$ cat config.mk
export PLATFORM = sky130hd
export DESIGN_NAME = sobel_result_writer_flat
export DESIGN_NICKNAME = d
export VERILOG_FILES = /design/src/rtl/sobel_pkg.sv /design/src/rtl/sobel_result_writer_if.sv /design/src/rtl/sobel_word_packer.sv /design/src/rtl/sobel_result_writer.sv /design/src/flat_wrapper.sv
export SDC_FILE = /design/constraint.sdc
export NUM_CORES = 1
export LEC_CHECK = 0
export ABC_AREA = 1
export BUFFER_PORTS_ARGS = -buffer_cell sky130_fd_sc_hd__buf_2
export CAP_MARGIN = 5
export CELL_PAD_IN_SITES_DETAIL_PLACEMENT = 0
export CELL_PAD_IN_SITES_GLOBAL_PLACEMENT = 1
export CORE_MARGIN = 1.5
export CORE_UTILIZATION = 45
export CTS_CLUSTER_DIAMETER = 120
export CTS_CLUSTER_SIZE = 12
export DETAILED_ROUTE_END_ITERATION = 12
export MAX_ROUTING_LAYER = met4
export PLACE_DENSITY_LB_ADDON = 0.1
export SLEW_MARGIN = 10
export SYNTH_ARGS = -nofsm -noshare
export SYNTH_HDL_FRONTEND = slang
export SYNTH_SLANG_ARGS = --single-unit
$ cat constraint.sdc
create_clock -name clk -period 5.4 [get_ports clk]
set_clock_uncertainty 0.2 [all_clocks]
set_input_delay 0.27 -clock clk [delete_from_list [all_inputs] [get_ports clk]]
set_output_delay 0.27 -clock clk [all_outputs]
set_load 0.02 [all_outputs]
$ cat src/rtl/sobel_pkg.sv
// Shared definitions for the sobel result writer.
// Holds the FSM state encoding, pixel/word geometry and default address geometry.
// Optional feature macro used by the files that import this package:
//   SOBEL_WRITER_THRESH_EN  (binary thresholding of accepted pixels)
package sobel_pkg;

  localparam int unsigned PIX_W         = 8;
  localparam int unsigned PIX_PER_WORD  = 8;
  localparam int unsigned WORD_W        = PIX_W * PIX_PER_WORD;
  localparam int unsigned LANE_W        = $clog2(PIX_PER_WORD);
  localparam int unsigned DEF_ADDR_W        = 20;
  localparam int unsigned DEF_WORDS_PER_ROW = 256;

  typedef enum logic [1:0] {
    ST_IDLE = 2'd0,
    ST_PACK = 2'd1,
    ST_DONE = 2'd2
  } writer_state_t;

endpackage

$ cat src/rtl/sobel_result_writer_if.sv
// Pixel-stream / SRAM-write bundle of the sobel result writer.
// Signals:
//   startEn, pix_valid, pix_data, flush, (thresh)  : source -> writer
//   pix_ready, we, write_addr, data, done          : writer -> source / SRAM
// Modports: master = pixel source / SRAM side, slave = the writer.
// thresh exists only when SOBEL_WRITER_THRESH_EN is defined.
interface sobel_result_writer_if
  import sobel_pkg::*;
#(
  parameter int unsigned ADDR_W = DEF_ADDR_W
) ();

  logic              startEn;
  logic              pix_valid;
  logic [PIX_W-1:0]  pix_data;
  logic              pix_ready;
  logic              flush;
  logic              we;
  logic [ADDR_W-1:0] write_addr;
  logic [WORD_W-1:0] data;
  logic              done;
`ifdef SOBEL_WRITER_THRESH_EN
  logic [PIX_W-1:0]  thresh;
`endif

  modport master (
`ifdef SOBEL_WRITER_THRESH_EN
    output thresh,
`endif
    output startEn, pix_valid, pix_data, flush,
    input  pix_ready, we, write_addr, data, done
  );

  modport slave (
`ifdef SOBEL_WRITER_THRESH_EN
    input  thresh,
`endif
    input  startEn, pix_valid, pix_data, flush,
    output pix_ready, we, write_addr, data, done
  );

endinterface

$ cat src/rtl/sobel_word_packer.sv
// Packs accepted 8-bit pixels into 64-bit words, lane 0 first.
// Ports:
//   clk, reset   : clock, synchronous active-high reset
//   accept       : a pixel is transferred this cycle
//   pix          : pixel value to store
//   flush        : emit a partial word (zero padded) if any lane is filled
//   emit_c       : combinational, a word is being completed this cycle
//   word_valid   : registered, word holds a new packed word (one cycle)
//   word         : last packed word, held between emissions
module sobel_word_packer
  import sobel_pkg::*;
(
  input  logic              clk,
  input  logic              reset,
  input  logic              accept,
  input  logic [PIX_W-1:0]  pix,
  input  logic              flush,
  output logic              emit_c,
  output logic              word_valid,
  output logic [WORD_W-1:0] word
);

  logic [LANE_W-1:0] cnt;
  logic [WORD_W-1:0] lanes;
  logic [WORD_W-1:0] lanes_ins_c;
  logic              full_c;

  // Insert the current pixel into its lane; unfilled lanes stay zero.
  always_comb begin
    lanes_ins_c = lanes;
    if (accept) begin
      lanes_ins_c[{cnt, 3'b000} +: PIX_W] = pix;
    end
  end

  // A flush together with the 8th accept yields just the full word.
  assign full_c = accept && (cnt == LANE_W'(PIX_PER_WORD - 1));
  assign emit_c = full_c || (flush && ((cnt != '0) || accept));

  always_ff @(posedge clk) begin
    if (reset) begin
      cnt        <= '0;
      lanes      <= '0;
      word_valid <= 1'b0;
      word       <= '0;
    end else begin
      word_valid <= emit_c;
      if (emit_c) begin
        word  <= lanes_ins_c;
        lanes <= '0;
        cnt   <= '0;
      end else if (accept) begin
        lanes <= lanes_ins_c;
        cnt   <= cnt + LANE_W'(1);
      end
    end
  end

endmodule

$ cat src/rtl/sobel_result_writer.sv
// Sobel result writer: packs the filter's pixel stream into 64-bit words and
// writes them row by row into the output SRAM, pulsing done with the last word.
// Ports:
//   clk    : system clock
//   reset  : synchronous active-high reset
//   bus    : sobel_result_writer_if.slave (pixel stream in, SRAM write out)
// Optional: SOBEL_WRITER_THRESH_EN stores each pixel as FF/00 against bus.thresh.
module sobel_result_writer
  import sobel_pkg::*;
#(
  parameter int unsigned ADDR_W        = DEF_ADDR_W,
  parameter int unsigned BASE_ADDR     = 768,
  parameter int unsigned WORDS_PER_ROW = DEF_WORDS_PER_ROW,
  parameter int unsigned ROW_STRIDE    = 256,
  parameter int unsigned NUM_ROWS      = 256
) (
  input  logic clk,
  input  logic reset,
  sobel_result_writer_if.slave bus
);

  localparam int unsigned COL_W = (WORDS_PER_ROW > 1) ? $clog2(WORDS_PER_ROW) : 1;
  localparam int unsigned ROW_W = (NUM_ROWS > 1) ? $clog2(NUM_ROWS) : 1;

  writer_state_t     state, state_n;
  logic [COL_W-1:0]  col, col_n;
  logic [ROW_W-1:0]  row, row_n;
  logic [ADDR_W-1:0] row_base, row_base_n;
  logic [ADDR_W-1:0] addr_q, addr_n;
  logic              done_q, done_n;
  logic              ready_q, ready_n;

  logic              accept_c;
  logic              flush_c;
  logic              emit_c;
  logic [PIX_W-1:0]  pix_store_c;
  logic              word_valid;
  logic [WORD_W-1:0] word;

  // ready is only ever high in PACK, so it also gates pixels in IDLE/DONE.
  assign accept_c = bus.pix_valid && ready_q;
  assign flush_c  = bus.flush && (state == ST_PACK);

`ifdef SOBEL_WRITER_THRESH_EN
  assign pix_store_c = (bus.pix_data >= bus.thresh) ? 8'hFF : 8'h00;
`else
  assign pix_store_c = bus.pix_data;
`endif

  sobel_word_packer u_packer (
    .clk        (clk),
    .reset      (reset),
    .accept     (accept_c),
    .pix        (pix_store_c),
    .flush      (flush_c),
    .emit_c     (emit_c),
    .word_valid (word_valid),
    .word       (word)
  );

  // Next state, address generation and registered output values.
  always_comb begin
    state_n    = state;
    col_n      = col;
    row_n      = row;
    row_base_n = row_base;
    addr_n     = addr_q;
    done_n     = 1'b0;
    case (state)
      ST_IDLE: begin
        if (bus.startEn) begin
          state_n    = ST_PACK;
          col_n      = '0;
          row_n      = '0;
          row_base_n = ADDR_W'(BASE_ADDR);
        end
      end
      ST_PACK: begin
        if (emit_c) begin
          addr_n = row_base + ADDR_W'(col);
          if (col == COL_W'(WORDS_PER_ROW - 1)) begin
            col_n      = '0;
            row_n      = row + ROW_W'(1);
            row_base_n = row_base + ADDR_W'(ROW_STRIDE);
            if (row == ROW_W'(NUM_ROWS - 1)) begin
              state_n = ST_DONE;
              done_n  = 1'b1;
            end
          end else begin
            col_n = col + COL_W'(1);
          end
        end
      end
      ST_DONE: state_n = ST_IDLE;
      default: state_n = ST_IDLE;
    endcase
    ready_n = (state_n == ST_PACK);
  end

  always_ff @(posedge clk) begin
    if (reset) begin
      state    <= ST_IDLE;
      col      <= '0;
      row      <= '0;
      row_base <= '0;
      addr_q   <= '0;
      done_q   <= 1'b0;
      ready_q  <= 1'b0;
    end else begin
      state    <= state_n;
      col      <= col_n;
      row      <= row_n;
      row_base <= row_base_n;
      addr_q   <= addr_n;
      done_q   <= done_n;
      ready_q  <= ready_n;
    end
  end

  assign bus.we         = word_valid;
  assign bus.data       = word;
  assign bus.write_addr = addr_q;
  assign bus.done       = done_q;
  assign bus.pix_ready  = ready_q;

endmodule
$ cat src/flat_wrapper.sv
// flat-port wrapper written by rule: the top's interface ports become plain ports
module sobel_result_writer_flat import sobel_pkg::*;
#(
  parameter int unsigned ADDR_W        = DEF_ADDR_W,
  parameter int unsigned BASE_ADDR     = 768,
  parameter int unsigned WORDS_PER_ROW = DEF_WORDS_PER_ROW,
  parameter int unsigned ROW_STRIDE    = 256,
  parameter int unsigned NUM_ROWS      = 256
)
  (clk, reset, bus_startEn, bus_pix_valid, bus_pix_data, bus_flush, bus_pix_ready, bus_we, bus_write_addr, bus_data, bus_done);
  sobel_result_writer_if #(.ADDR_W(ADDR_W)) bus_i ();
  input  logic clk;
  input  logic reset;
  input wire logic [$bits(bus_i.startEn)-1:0] bus_startEn;
  input wire logic [$bits(bus_i.pix_valid)-1:0] bus_pix_valid;
  input wire logic [$bits(bus_i.pix_data)-1:0] bus_pix_data;
  input wire logic [$bits(bus_i.flush)-1:0] bus_flush;
  output wire logic [$bits(bus_i.pix_ready)-1:0] bus_pix_ready;
  output wire logic [$bits(bus_i.we)-1:0] bus_we;
  output wire logic [$bits(bus_i.write_addr)-1:0] bus_write_addr;
  output wire logic [$bits(bus_i.data)-1:0] bus_data;
  output wire logic [$bits(bus_i.done)-1:0] bus_done;
  assign bus_i.startEn = bus_startEn;
  assign bus_i.pix_valid = bus_pix_valid;
  assign bus_i.pix_data = bus_pix_data;
  assign bus_i.flush = bus_flush;
  assign bus_pix_ready = bus_i.pix_ready;
  assign bus_we = bus_i.we;
  assign bus_write_addr = bus_i.write_addr;
  assign bus_data = bus_i.data;
  assign bus_done = bus_i.done;
  sobel_result_writer #(.ADDR_W(ADDR_W), .BASE_ADDR(BASE_ADDR), .WORDS_PER_ROW(WORDS_PER_ROW), .ROW_STRIDE(ROW_STRIDE), .NUM_ROWS(NUM_ROWS)) u_core (.clk(clk), .reset(reset), .bus(bus_i));
endmodule
== Word-level counts from Yosys, hierarchy flattened ==
Index checks and enable logic that the tools add are counted.

* Register bits after elaboration: 192
* Input bits: 13
* Output and inout bits: 87
* Word-level logic and storage cells: 63

* Add/subtract/negate cells: 6
* Equal/unequal tests: 8
* Shift operators: 2
* Muxes and demuxes: 19
* Bitwise logic cells: 3
* Reduce and logical (&&, ||, !) cells: 14

{| class="wikitable"
|+ Operator list
! operator !! number
|-
| bitwise mux 64 bit || 1
|-
| two-way mux 64 bit || 1
|-
| variable shift 8 x 8 -> 64 bit (first input constant) || 1
|-
| variable part select 8 x 8 -> 64 bit || 1
|-
| two-way mux 20 bit || 3
|-
| two-way mux 8 bit || 5
|-
| case mux 20 bit (2 select lines) || 1
|-
| case mux 8 bit (2 select lines) || 2
|-
| adder 20 x 8 -> 20 bit || 1
|-
| adder 20 x 9 -> 20 bit (second input constant) || 1
|-
| adder 8 x 1 -> 8 bit (second input constant) || 2
|-
| equality test 8 bit (second input constant) || 2
|-
| two-way mux 2 bit || 4
|-
| negation 6 -> 8 bit || 1
|-
| equality test 2 x 1 -> 1 bit (second input constant) || 2
|-
| logical AND 1 bit || 4
|-
| inequality test 2 bit (second input constant) || 2
|-
| case mux 2 bit (2 select lines) || 1
|-
| AND reduction 4 bit || 1
|-
| OR reduction 4 bit || 1
|-
| adder 3 x 1 -> 3 bit (second input constant) || 1
|-
| equality test 3 bit (second input constant) || 1
|-
| inverter 1 bit || 3
|-
| AND reduction 3 bit || 1
|-
| 8 further kinds || 9
|}

== Logic depth before layout (Yosys ltp) ==
Gate-level depths: netlist of run 1.

* Depth after elaboration: 7
* Mapped depth: 13
* Gate-level depth less buffers: 12

== Hierarchy ==
Synthesis of run 1 repeated with hierarchy kept, for this count alone.

* Cell total of the unflattened synthesis: 1,113
* Area, all modules: 7,948.9 µm²

{| class="wikitable"
|+ Modules (own cells, without submodules)
! module !! times used !! cells an instance !! area each (µm²) !! seq. area each (µm²)
|-
| sobel_word_packer || 1 || 767 || 5,545.3 || 2,642.5
|-
| sobel_result_writer || 1 || 346 || 2,403.6 || 1,041.0
|}

== Least setup slack after synthesis of run 1 ==
Ideal clock, no wire load.

* Kind: register -> register
* From: register u_core.u_packer.cnt[0]
* To: register u_core.u_packer.word[2]
* Setup time: 0.129 ns
* Arrival time: 1.815 ns
* Data required time: 5.071 ns
* Setup slack: 3.256 ns
* Cell stages (with the launch flop): 12
* Buffers on the path: 2
* Clock period less this slack: 2.144 ns
* Cell sequence: dfxtp_1 -> buf_6 -> inv_6 -> ha_1 -> ha_1 -> nor2_1 -> nand2_1 -> nor2_1 -> nand2_2 -> buf_2 -> a21oi_1 -> o21ai_0

* Longest elaborated chain between the ends: 4
* Elaborated cells on any way between the ends: 11
* Classes of those cells: add/sub (1); eq/ne (1); shift (2); mux (2); reduce/logical (5)

{| class="wikitable"
|+ Ends and longest elaborated chain
! item !! line !! text
|-
| from (decl) || sobel_word_packer.sv:23 || <nowiki>logic [LANE_W-1:0] cnt;</nowiki>
|-
| from (signal assigned) || sobel_word_packer.sv:54 || <nowiki>cnt <= cnt + LANE_W'(1);</nowiki>
|-
| negation 6 -> 8 bit or nonzero test 3 bit (tied branches) || sobel_word_packer.sv:32, sobel_word_packer.sv:38 ||
|-
| variable part select 8 x 8 -> 64 bit (tied with other cells) || sobel_word_packer.sv:32 || <nowiki>lanes_ins_c[{cnt, 3'b000} +: PIX_W] = pix;</nowiki>
|-
| bitwise mux 64 bit or logical AND 1 bit (tied branches) || sobel_word_packer.sv:32, sobel_word_packer.sv:38 ||
|-
| two-way mux 64 bit or logical OR 1 bit (tied branches) || sobel_word_packer.sv:31, sobel_word_packer.sv:38 ||
|-
| to (signal assigned) || sobel_word_packer.sv:49 || <nowiki>word <= lanes_ins_c;</nowiki>
|-
| to (decl) || sobel_word_packer.sv:20 || <nowiki>output logic [WORD_W-1:0] word</nowiki>
|}

Parallel ways exist; a longest one is shown, timed or not.
A chain may end at the register's enable or synchronous reset.

== Final worst setup path of run 1 ==
* From: register u_core.u_packer.cnt[0]
* To: register u_core.u_packer.word[25]

The elaborated chain is that of the path after synthesis.

==> impl_results.md, run 1 <==
* CP max stage delay at 0.62 ns
* EDFF count, synth at 0
* Die Height at approximately 130 um
* Antenna viol nets, final at 0
* First-pass GRT wire length at 27,100 um
* Synth async-reset ratio at 0
* Max VDD drop at 0.205 mV
* Unrepaired setup endpoints after global routing: no
* I/O Buffers at 99
* WL met3 at ~520 um
* Via count at approximately 5.9k
* Status: complete, no violations
* Placed insts at 1,188
* Metal2 WL at 6790 um
* Wire per inst at about 14 um
* Rows at 45
* FILL cells at 1,563
* Postcts setup bufs at 0
* P per Cell Area at 334 nW/um^2
* Final WL at 16,700 um
* CP endpoint kind: register
* Grt ovf at 0
* Chip width at 129 um
* Fin util at 0.542
* HPWL Detailed at 11,300 um
* Max-Cap Viols at 0
* Fin area at 8330 sq um
* Critical Path Start Type: register
* Clk_lat worst skew at 0.43 ns
* Max Transition Viols Final at 0
* DR top layer: met4
* Cts bufs inserted at 17
* Synth Cell Area at 7150 sq um
* Min Tclk post-route at roughly 3.4 ns
* Crit share post-route at 0.623
* Hold Path Class: in -> reg
* Initial Util at 0.465
* Post-CTS sizing at 0
* Vias in the first global route at 5,228
* Fin. Hold Viols at 0
* Max_slew headroom at 0.272
* Die area at between 15,000 and 20,000 sq um
* Sequential fraction of the synthesis area at 0.515
* Syn avg cell area at 7.80 sq um
* Syn-to-layout area delta at 16.5%
* Worst-path cell chain: inv_6 -> ha_1 -> ha_1 -> nand2_1 -> nand2_4 -> nand2_2 -> buf_4 -> inv_2 -> nand2_1 -> o21ai_0
* Commonest non-fill, non-tap cell in the layout: nand2_1
* Via/cell ratio at just under 5
* Mapped Cells at a little over 900
* Slew @ Worst Pin at 1.09 ns
* Critical Path Fanout Max at 68
* Clock-pin slew on the worst setup and hold paths at 0.07 ns
* Finished Layout Cells at roughly 1.2k
* H-tree depth at 4
* I/O pin cnt at 100
* Critical path arrival at around 3.4 ns
* Largest net degree at the start of global routing at 69
* Layout Nets at 1,021
* Placed Area at 7680 sq um
* Number of antenna violations at the first check in global routing at 0
* Core area at 15,400 sq um
* Leak pwr at 0.00359 uW
* Worst EP required at 5.47 ns
* Share of layout cells above drive strength 1 at 0.166
* DRT iter0 DRCs at 352
* CP max stage cell: dfxtp_1
* Synth Net Count at 938
* Synth Warn # at 0
* Placer's final routability congestion estimate at between 0.8 and 0.9
* Residual DRC count at 0
* Hold-fix buffers, CTS at 4
* Yosys reg bits at 184
* Setup Crit Path Kind: reg -> reg
* Routed length on met1 at 9220 um
* Final Setup Violations at 0
* Total GRT Usage at 0.216
* CTS tree: yes
* Library cells used by synthesis at 35
* Post-Route Setup TNS at 0 ns
* Initial DRT Pass Iterations at 5
* Sink Count at around 180
* Clk buf depth at 2
* Clk root buf: clkbuf_16
* Diode count at 0
* Ys flop type: dfxtp_1
* Fmax at 297 MHz
* Most frequent cells in the layout: 208 x nand2_1, 184 x dfxtp_1, 143 x nor2_1
[synthesized netlist by cell type, types with 7 or more instances]
cell,n,area [sq um]
nor2_4,9,101
nor2_1,143,537
buf_2,16,80.1
inv_1,60,225
clkbuf_1,12,45.0
nand2_2,8,50.1
a21oi_1,57,285
o21ai_1,22,110
dfxtp_1,184,3680
nand4_1,8,50.1
nand2_1,208,781
o21ai_0,113,566
xor2_1,7,61.3
ha_1,8,100
nand3_1,19,95.1
buf_6,7,78.8
inv_2,7,26.3
[cell type report]
type,count,area (sq um),share of cell area
Clock inverter,13,170,0.0204
Inverter,70,272,0.0326
Clock buffer,19,433,0.0520
Timing Repair Buffer,104,543,0.0652
Sequential cell,184,3680,0.442
Tap cell,211,264,0.0317
Multi-Input combinational cell,623,2960,0.356
[through the flow]
stage               hold slack (ns)  total power [uW]  setup slack, ns
CTS                         0.00113              2810             1.99
floorplan                     0.228              1500             3.26
detailed placement            0.240              1540             2.01
finish                       0.0215              2780             2.03
global placement              0.233              1540             2.06
global route                 0.0385              2880             1.66
[worst max-delay path, delay by kind of cell, from the launching register on]
family | cells | cell delay, ns
buffers and inverters | 3 | 1.30
AO/OA/AOI/OAI | 1 | 0.09
flip-flops | 1 | 0.62
AND/OR/NAND/NOR | 4 | 0.50
adder cells (fa/ha/maj) | 2 | 0.44
[cells by family (layout without fill, tap and decap cells)]
group | Yosys count | after routing | share of synthesized area
AOI/OAI and AO/OA | 195 | 195 | 0.138
xor gates and xnor gates | 8 | 8 | 0.00980
adders and majority gates | 8 | 8 | 0.0140
buffers and inverters | 110 | 206 | 0.0705
DFF | 184 | 184 | 0.515
and+or+nand+nor | 412 | 412 | 0.253
[layer usage]
metal | vias to the layer above | global-route usage
li1 | 3110 | -
met1 | 2653 | 0.320
met2 | 106 | 0.297
met3 | 12 | 0.0417
met4 | 0 | 0.0601
met5 | - | -
[path summary, 6_finish.rpt]
path	from	slack, ns	cells after the start	to
worst min register to register	u_core.u_packer.word[23]	0.25	2	u_core.u_packer.word[23]
worst max register to register	u_core.u_packer.cnt[0]	2.03	10	u_core.u_packer.word[25]
worst min-delay path	bus_pix_data[4]	0.02	3	u_core.u_packer.lanes[36]
worst max-delay path	u_core.u_packer.cnt[0]	2.03	10	u_core.u_packer.word[25]
[report_power, final]
| part | switching [uW] | internal (uW) | total [uW] | leakage [uW] |
|---|---|---|---|---|
| logic | 103 | 29.1 | 132 | 0.00181 |
| clock network | 541 | 737 | 1280 | 0.000296 |
| registers | 8.14 | 1370 | 1370 | 0.00148 |
| total | 652 | 2130 | 2780 | 0.00359 |
[state kept, by name, summed over array words and instances, names as in the netlist]
register / cells
u_core.u_packer.lanes: 64
u_core.u_packer.word: 64
u_core.bus.write_addr: 20
u_core.row_base: 12
u_core.col: 8
u_core.row: 8
u_core.u_packer.cnt: 3
u_core.state: 2
u_core.bus.done: 1
u_core.bus.pix_ready: 1
u_core.u_packer.word_valid: 1
Note: power is estimated with default switching activity, not from simulation.
==> run 2: changes to the inputs <==
- CORE_UTILIZATION: 45 -> 38
- clock period: 5.4 -> 3.07 ns (I/O delays scaled with it)
==> run 2 against run 1 <==
  * Utilization is 7.8 points lower
  * Power is 72% higher
  * First-iteration DRC count grew 5.1%
  * Critical path type unchanged
  * Highest routed layer unchanged
==> impl_results.md, run 2 (synthesis results as in run 1) <==
* Number of antenna violations at the first check in global routing at 0
* Chip width at 140 um
* Fmax at ~370 MHz
* Fin. Hold Viols at 0
* Total GRT Usage at 0.200
* Min Tclk post-route at 2.71 ns
* Via/cell ratio at 4.77
* Critical Path Fanout Max at 18
* Critical Path Start Type: register
* Unrepaired setup endpoints after global routing: no
* Worst EP required at 3.25 ns
* DRT iter0 DRCs at 370
* Reg2reg path depth at 10
* Commonest non-fill, non-tap cell in the layout: nand2_1
* Postcts setup bufs at 0
* Placed insts at 1,211
* Hold Path Class: in -> reg
* Wire per inst at 14.8 um
* Crit share post-route at 0.882
* Slew @ Worst Pin at 1.03 ns
* Max_slew headroom at 0.311
* Die Height at 140 um
* Vias in the first global route at about 5.5k
* Diode count at 0
* Grt ovf at 0
* CP endpoint kind: register
* Placed Area at 7770 sq um
* Syn-to-layout area delta at 18.0%
* Clock-pin slew on the worst setup and hold paths at 0.07 ns
* Post-Route Setup TNS at 0 ns
* Clk root buf: clkbuf_16
* Max Transition Viols Final at 0
* Core area at 18,200 sq um
* Final Setup Violations at 0
* Critical path arrival at 2.89 ns
* Finished Layout Cells at 1,254
* Initial DRT Pass Iterations at 5
* Most frequent cells in the layout: 208 x nand2_1, 184 x dfxtp_1, 143 x nor2_1
* Share of layout cells above drive strength 1 at 0.167
* Placer's final routability congestion estimate at between 0.9 and 1
* First-pass GRT wire length at 29,600 um
* Status: complete, no violations
* Sequential cell area at roughly 3700 sq um
* Fin area at approximately 8400 sq um
* Max VDD drop at between 0.3 and 0.4 mV
* Via count at 5,983
* Max-Cap Viols at 0
* Clk buf depth at 2
* Multi-input gate area at between 2000 and 3000 sq um
* P per Cell Area at 568 nW/um^2
* Setup Crit Path Kind: reg -> reg
* Final WL at 18,500 um
* Leak pwr at 0.00362 uW
* Largest net degree at the start of global routing at 68
* Antenna viol nets, final at 0
* WHS at about 0.056 ns
* I/O Buffers at 99
* Initial Util at 0.393
* HPWL Detailed at 12,300 um
* H-tree depth at 4
* Clk_lat worst skew at 0.43 ns
* I/O pin cnt at 100
* Layout Nets at 1,033
* FILL cells at roughly 1.9k
* Residual DRC count at 0
* Rows at slightly below 50
* CTS tree: yes
* Cts bufs inserted at 17
* Die area at 19,600 sq um
* Sink Count at 184
* Hold path cells at 5
run 2: cell count changes in the layout (fill, tap and decap cells not counted):
cell           delta
buf_12            +2
buf_4             +3
bufinv_16         -2
clkbuf_1          +2
clkinv_2          -2
clkinv_4          +2
dlygate4sd3_1     +7
run 2: metal layers:
| layer | GRT usage | part of all wire | vias to the layer above |
|---|---|---|---|
| met5 | - | 0 | - |
| met4 | 0.0526 | 0.015 | 0 |
| met3 | 0.0489 | 0.050 | 19 |
| met2 | 0.280 | 0.41 | 138 |
| met1 | 0.286 | 0.52 | 2688 |
| li1 | - | - | 3138 |
run 2: layout make-up:
class | instances | share of cell area
Sequential cell | 184 | 0.437
Clock inverter | 11 | 0.0139
Timing Repair Buffer | 116 | 0.0801
Clock buffer | 21 | 0.0522
Inverter | 70 | 0.0322
Tap cell | 229 | 0.0340
Multi-Input combinational cell | 623 | 0.351
run 2: through the flow:
stage / total power (uW) / worst slack [ns] / util
after floorplan: 2640 / 0.926 / -
after global placement: 2720 / 0.389 / 0.427
after detailed placement: 2720 / 0.372 / 0.427
after CTS: 4840 / 0.352 / 0.463
after global routing: 4970 / 0.181 / 0.463
final: 4790 / 0.361 / 0.463
run 2: path summary, 6_finish.rpt:
kind | start | end | slack, ns
max | u_core.u_packer.cnt[0] | u_core.u_packer.word[56] | 0.36
min | bus_flush | u_core.u_packer.word_valid | 0.06
max reg2reg | u_core.u_packer.cnt[0] | u_core.u_packer.word[56] | 0.36
min reg2reg | u_core.u_packer.word[43] | u_core.u_packer.word[43] | 0.25
run 2: worst max-delay path, cell delays in order, from the launching register on:
cell,delay (ns)
dfxtp_1,0.59
inv_6,0.08
ha_1,0.24
ha_1,0.36
inv_1,0.17
nand2_1,0.11
nor2_4,0.34
nor2_1,0.11
a21oi_1,0.21
nand2_1,0.15
nand2_1,0.09
run 2: what timing repair did:
item,in CTS,in global routing
resized for setup,0,0
hold endpoints to repair,45,0
hold buffers,11,0
run 2: power by group:
group          switching (uW)  leakage [uW]  internal (uW)
registers                13.3       0.00148           2400
logic                     194       0.00187           65.2
clock network             979      0.000270           1140
==> run 3: changes to the inputs <==
- PLACE_DENSITY_LB_ADDON: 0.1 -> 0.2
==> run 3 against run 2 <==
  * Sequential power about the same
  * Clock power grew 7%
  * Critical path depth stayed put
  * Final cell count decreased by 0.24%
  * Design area is 0.33% higher
  * Largest cell class unchanged
==> impl_results.md, run 3 (synthesis results as in run 1) <==
* Net Sw Power at around 1100 uW
* DRT iter0 DRCs at 395
* Final WL at 17,500 um
* Initial DRT Pass Iterations at 5
* RR Endpoint: u_core.u_packer.word[56]
* Final Setup Violations at 0
* Commonest non-fill, non-tap cell in the layout: nand2_1
* Syn-to-layout area delta at 18.4%
* Via count at between 5k and 6k
* Post-Route Setup TNS at 0 ns
* Layout Nets at slightly above 1k
* Most frequent cells in the layout: 208 x nand2_1, 184 x dfxtp_1, 143 x nor2_1
* Reg-to-reg slack, setup at approximately 0.43 ns
* Hold path cells at 5
* Vias in the first global route at 5,220
* Max-Cap Viols at 0
* Part of the power in registers at 0.489
* Comb pwr share at 0.051
* Worst Hold Launch: bus_flush
* Die area at 19,600 sq um
* Setup Crit Path Kind: reg -> reg
* Switching part of the total power at 0.222
* Total GRT Usage at 0.185
* Final Power at ~5000 uW
* HPWL Detailed at 11,600 um
* Unrepaired setup endpoints after global routing: no
* Core area at 18,200 sq um
* I/O Buffers at 99
* Min Tclk post-route at 2.64 ns
* Reg2reg path depth at 10
* Status: complete, no violations
* Grt ovf at 0
* Initial Util at 0.393
* Fmax at 379 MHz
* Placer's final routability congestion estimate at 0.798
* H-tree depth at 4
* Crit share post-route at 0.859
* Die Height at between 100 and 150 um
* Number of antenna violations at the first check in global routing at 0
* Largest net degree at the start of global routing at 68
* Worst hold endpoint: u_core.state[1]
* Leak pwr at 0.00364 uW
* Clk buf depth at 2
* P per Cell Area at a little under 600 nW/um^2
* Residual DRC count at 0
* Via/cell ratio at about 4.7
* Clock-pin slew on the worst setup and hold paths at 0.07 ns
* Antenna viol nets, final at 0
* Clk_lat worst skew at 0.43 ns
* Critical Path Fanout Max at 18
* Reg2reg start: u_core.u_packer.cnt[0]
* Max Transition Viols Final at 0
* Clock power share at 0.460
* Wire per inst at 14.0 um
* Worst setup path startpoint: u_core.u_packer.cnt[0]
* Pint at 3840 uW
* Sink Count at 184
* Critical Path Start Type: register
* Max_slew headroom at 0.339
* CP endpoint kind: register
* Rows at 49
* Hold Path Class: in -> reg
* Diode count at 0
* Cts bufs inserted at 17
* Postcts setup bufs at 0
* Worst EP required at approximately 3.2 ns
* Share of layout cells above drive strength 1 at 0.165
* First-pass GRT wire length at 27,800 um
* Max VDD drop at approximately 0.41 mV
* I/O pin cnt at 100
* Slew @ Worst Pin at 0.992 ns
* Chip width at 140 um
* CTS tree: yes
* Critical path arrival at 2.80 ns
* Clk root buf: clkbuf_16
* Fin. Hold Viols at 0
==> run 3: changes by cell type in the layout (fill, tap and decap cells not counted) <==
cell and change:
inv_8 -2, buf_4 +1, bufinv_16 +3, clkbuf_1 -1, clkinv_4 -3, clkbuf_8 +1, clkinv_2 +1, inv_6 -1
clkinvlp_4 -1, buf_12 -1
==> run 3: what timing repair did <==
action                                 CTS  global route
hold buffers                            11             0
gates resized for setup                  0             0
endpoints found under the hold margin   45             0
==> run 3: area by class of cell <==
type	instances	area, sq um
fill	1827	9740
sequential	184	3680
multi-input combinational	623	2960
timing repair buffer	116	663
clock buffer	21	450
tap	229	287
inverter	70	272
clock inverter	8	148
==> run 3: power by group through the flow <==
| stage | clock network [uW] | logic (uW) | registers, uW |
|---|---|---|---|
| after floorplan | 0 | 166 | 2470 |
| after global placement | 0 | 243 | 2470 |
| after detailed placement | 0 | 242 | 2470 |
| after CTS | 2310 | 255 | 2420 |
| after global routing | 2410 | 279 | 2420 |
| final | 2270 | 251 | 2420 |
==> run 3: how the worst max path moves through the flow <==
stage,end,cells after the start,slack [ns]
6_report,u_core.u_packer.word[56],10,0.43
5_1_grt,u_core.u_packer.word[13],8,0.17
4_1_cts,u_core.u_packer.word[56],10,0.41
3_5_place_dp,u_core.u_packer.word[56],10,0.42
3_3_place_gp,u_core.u_packer.word[56],10,0.48
2_1_floorplan,u_core.u_packer.word[2],11,0.93
==> run 3: through the flow <==
step	hold WS (ns)	util	area [sq um]	instances	setup WS (ns)
finish	0.0438	0.465	8470	1251	0.432
global route	0.0799	0.465	8470	1251	0.172
CTS	0.0436	0.465	8470	1251	0.406
detailed placement	0.240	0.426	7760	1211	0.416
global placement	0.236	0.426	7760	1211	0.476
floorplan	0.112	-	7150	917	0.926
==> run 3: critical path, stage by stage, from the launching register on <==
cell and delay, ns:
dfxtp_1 0.61, inv_6 0.09, ha_1 0.24, ha_1 0.36, inv_1 0.17, nand2_1 0.12, nor2_4 0.34, nor2_1 0.10
a21oi_1 0.19, nand2_1 0.11, nand2_1 0.06
==> run 3: per-layer routing <==
metal / track usage / wire length, um / vias up
met1: 0.278 / 9580 / 2639
met2: 0.249 / 7140 / 103
met4: 0.0515 / 185 / 0
met3: 0.0359 / 610 / 13
met5: - / 0 / -
li1: - / - / 3128
